### src/rtl/l_class_fifo_n.sv
// N-deep, W-wide FIFO with enq/deq/first method handshake, occupancy count,
// synchronous clear and a sticky protocol-error flag.
module l_class_fifo_n #(
  parameter int unsigned WIDTH = 32,
  parameter int unsigned DEPTH = 4,
  localparam int unsigned CW = $clog2(DEPTH + 1)
) (
  input  logic             CLK,
  input  logic             nRST,
  output logic             enq__RDY,
  input  logic             enq__ENA,
  input  logic [WIDTH-1:0] enq_v,
  output logic             deq__RDY,
  input  logic             deq__ENA,
  output logic             first__RDY,
  output logic [WIDTH-1:0] first,
  input  logic             clear__ENA,
  output logic             notFull,
  output logic             notEmpty,
  output logic [CW-1:0]    count,
  output logic             err
);

  localparam int unsigned   PW   = (DEPTH > 1) ? $clog2(DEPTH) : 1;
  localparam logic [PW-1:0] LAST = PW'(DEPTH - 1);
  localparam logic [CW-1:0] FULL = CW'(DEPTH);

  logic [WIDTH-1:0] mem [DEPTH];
  logic [PW-1:0]    rp, wp, rp_nxt, wp_nxt;
  logic [CW-1:0]    count_nxt;
  logic             enq_acc, deq_acc, err_set;

  // Status derives from count alone so no RDY depends on any ENA.
  always_comb begin
    enq__RDY   = (count != FULL);
    deq__RDY   = (count != '0);
    first__RDY = deq__RDY;
    notFull    = enq__RDY;
    notEmpty   = deq__RDY;
    first      = deq__RDY ? mem[rp] : '0;
  end

  always_comb begin
    enq_acc = enq__ENA & enq__RDY & ~clear__ENA;
    deq_acc = deq__ENA & deq__RDY & ~clear__ENA;
    err_set = ~clear__ENA & ((enq__ENA & ~enq__RDY) | (deq__ENA & ~deq__RDY));
    rp_nxt  = (rp == LAST) ? '0 : rp + 1'b1;
    wp_nxt  = (wp == LAST) ? '0 : wp + 1'b1;
    case ({enq_acc, deq_acc})
      2'b10:   count_nxt = count + 1'b1;
      2'b01:   count_nxt = count - 1'b1;
      default: count_nxt = count;
    endcase
  end

  always_ff @(posedge CLK or negedge nRST) begin
    if (!nRST) begin
      rp    <= '0;
      wp    <= '0;
      count <= '0;
      err   <= 1'b0;
    end else if (clear__ENA) begin
      rp    <= '0;
      wp    <= '0;
      count <= '0;
    end else begin
      if (enq_acc) wp <= wp_nxt;
      if (deq_acc) rp <= rp_nxt;
      count <= count_nxt;
      if (err_set) err <= 1'b1;
    end
  end

  // Storage is deliberately left out of reset and clear.
  always_ff @(posedge CLK) begin
    if (enq_acc) mem[wp] <= enq_v;
  end

endmodule

### config.mk
export PLATFORM = sky130hd
export DESIGN_NAME = l_class_fifo_n
export DESIGN_NICKNAME = d
export VERILOG_FILES = /design/src/rtl/l_class_fifo_n.sv
export SDC_FILE = /design/constraint.sdc
export NUM_CORES = 1
export LEC_CHECK = 0
export ABC_AREA = 1
export ABC_CLOCK_PERIOD_IN_PS = 3010
export BUFFER_PORTS_ARGS = -buffer_cell sky130_fd_sc_hd__buf_2
export CORE_AREA = 2 2 98 109
export DETAILED_ROUTE_END_ITERATION = 10
export DIE_AREA = 0 0 100 111
export PLACE_DENSITY = 0.78
export SETUP_SLACK_MARGIN = 0.05
export SLEW_MARGIN = 25
export SYNTH_ARGS = -nofsm -noshare
export SYNTH_HDL_FRONTEND = slang
export SYNTH_SLANG_ARGS = --single-unit
export TNS_END_PERCENT = 30
### constraint.sdc
create_clock -name CLK -period 3.01 [get_ports CLK]
set_input_delay 0.903 -clock CLK [delete_from_list [all_inputs] [get_ports CLK]]
set_output_delay 0.903 -clock CLK [all_outputs]
set_load 0.02 [all_outputs]
==> flow_summary.json <==
{
  "yosysUniqueCellTypes": 27,
  "arrival_ns": 1.93,
  "gp_congestion": 0.775,
  "synth_top_area_share_pct": 69.3,
  "p_per_area_nw_per_um2": 974,
  "place_ws_ns": 0.625,
  "swShare_pct": 35.8,
  "cts_root_buf": "clkbuf_16",
  "layout_setup_ws_ns": 0.180,
  "htree_levels": 4,
  "antenna_found_initial": 1,
  "nets": 576,
  "p_seq_share_pct": 34.8,
  "ys_seq_area_share_pct": 72.9,
  "ctsHoldBuffers": 0,
  "diodes": 0,
  "yosysWarnings": 0,
  "fin_crit_sh_pct": 94.0,
  "post-route-util_pct": 66.2,
  "worst_pin_slew_ns": 0.683,
  "grt_pass1_wl_um": 18000,
  "final_common_cell": "nor2_1",
  "synth_xor_xnor_area_share_pct": 0.158,
  "clockBufferDepth": 2,
  "intPower_mw": 4.20,
  "routed_wl_um": 11400,
  "drive_gt1_share_pct": 26.6,
  "fin_crit_ns": 2.83,
  "die_area_um2": 11100,
  "slew_violations": 0,
  "first_global_vias": 3729,
  "track_usage_pct": 21.6,
  "finClkSkew_ns": 0.00987,
  "area_growth_pct": 21.2,
  "ys.flop_type": "edfxtp_1",
  "synth_top_family_by_area": "simple AND/OR/NAND/NOR gates",
  "cp_max_fo": 21,
  "syn-cell-area_um2": 5550,
  "drc": 0,
  "clock.fmax_ghz": 0.353,
  "crit_type": "reg2out",
  "synth-edff-count": 128,
  "critical_path.n_buffers_inverters": 3,
  "setup_tns_ns": 0,
  "setup_viol": 0,
  "p_comb_share_pct": 33.0,
  "io_pins": 78,
  "vias": 3628,
  "required_ns": 2.11,
  "status": "finished, final reports clean",
  "synth_cells": 450,
  "cts_buffers": 17,
  "cp_top_family": "buffers and inverters",
  "dp_hpwl_um": 7000,
  "grt_overflow": 0,
  "avgSynthCellArea_um2": 12.3,
  "synthTopCellsByArea": "edfxtp_1 (69%), nor2_1 (9.0%), o21ai_1 (4.9%)",
  "p_clk_share_pct": 32.1,
  "final_cell_mix": "nor2_1 (129), edfxtp_1 (128), buf_2 (77)",
  "stdcell_count": 669,
  "crit_chain": "inv_2 > buf_4 > o21ai_1 > a21oi_1 > buf_2",
  "post-cts-setup-buffer-count": 0,
  "hp-class": "in2async",
  "yosys-mux-area-fraction_pct": 0,
  "peakVddDrop_uv": 654,
  "clk_latency_ns": 0.41,
  "holdWs_ns": 0.337,
  "slowest_stage": "dfrtp_2",
  "drt_iter0_drc": 361,
  "core_um2": 10100,
  "ctsResizeCount": 0,
  "worst_setup_path_start_kind": "flip-flop",
  "rsz0062_at_grt": "no",
  "portBuffers": 77,
  "max_stage_delay_ns": 0.42,
  "cts_sinks": 136,
  "yosys.area.top_type": "edfxtp_1",
  "wire_per_inst_um": 17.1,
  "synth_fa_ha_area_share_pct": 1.49,
  "syn-num-nets": 493,
  "placed_cell_area_um2": 6110,
  "clk_pin_slew_worst_paths_ns": 0.06,
  "drt-vias-per-instance": 5.42,
  "synth-seq-cells": 136,
  "cts_tree": "yes",
  "place_inst": 637,
  "max_cap_viol_count": 0,
  "synth_async_sr_flop_share_pct": 5.88,
  "ant_nets": 0,
  "synth_compound_area_share_pct": 9.83,
  "rrSetupSlack_ns": 0.91,
  "finalPower_mw": 6.55,
  "hold_viol": 0,
  "die_width_um": 100,
  "synthSimpleGateAreaFrac_pct": 11.5,
  "end_kind": "output port",
  "fp.dieH_um": 111,
  "first_pass_iters": 5,
  "p_sw_mw": 2.34,
  "initial_core_util_pct": 54.7,
  "num_rows": 39,
  "p_leak_nw": 2.54,
  "max_slew_margin_pct": 54.4,
  "fin_area_um2": 6720,
  "grt_max_degree": 67
}
==> synthesized netlist by cell type, types with 2 or more instances <==
library cell and n:
a21oi_1 32, nand3_2 2, buf_4 9, inv_2 5, nand2_2 4, edfxtp_1 128, nor2_1 133, inv_1 10
dfrtp_1 8, o21ai_0 15, buf_2 16, nand2_1 12, nand3_1 3, a21oi_2 2, ha_1 5, clkbuf_1 2
o21ai_1 54
==> cell families (layout without fill, tap and decap cells) <==
group / count (synthesis) / count (layout)
adder cells (fa/ha/maj): 6 / 6
AO/OA/AOI/OAI: 106 / 106
XOR/XNOR: 1 / 1
AND/OR/NAND/NOR: 158 / 158
buffers and inverters: 43 / 139
flip-flops: 136 / 136
==> state kept, by name, indices dropped and copies added (netlist names) <==
register,cells
rp,2
count,3
err,1
mem,128
wp,2
==> power by group through the flow <==
stage	clock [mW]	sequential, mW	combinational [mW]
after CTS	2.13	2.28	2.17
after detailed placement	0	2.32	2.15
final	2.10	2.28	2.16
after floorplan	0	2.33	1.47
after global routing	2.20	2.29	2.35
after global placement	0	2.31	2.10
==> area by class of cell <==
cell class	count	area [um^2]
clock buffer	17	425
clock inverter	15	191
fill	701	3430
inverter	16	73.8
multi-input combinational	271	1310
sequential	136	4050
tap	123	154
timing repair buffer	91	528
==> path summary, 6_finish.rpt <==
path,from,to,cells past startpoint
max,rp[0]$_DFFE_PN0P_,first[29],5
min,nRST,wp[0]$_DFFE_PN0P_,1
max reg2reg,count[0]$_DFFE_PN0P_,mem[2][2]$_DFFE_PP_,7
min reg2reg,err$_DFFE_PN0P_,err$_DFFE_PN0P_,1
max in group asynchronous,nRST,rp[0]$_DFFE_PN0P_,1
min in group CLK,err$_DFFE_PN0P_,err$_DFFE_PN0P_,1
==> per-layer routing <==
| layer | track usage [%] | up-vias | wire [um] |
|---|---|---|---|
| met5 | 0 | - | 13 |
| met1 | 25.8 | 1730 | 4630 |
| li1 | - | 1745 | - |
| met3 | 5.86 | 15 | 644 |
| met2 | 36.9 | 136 | 6020 |
| met4 | 8.49 | 2 | 127 |
Note: power is estimated with default switching activity, not from simulation.
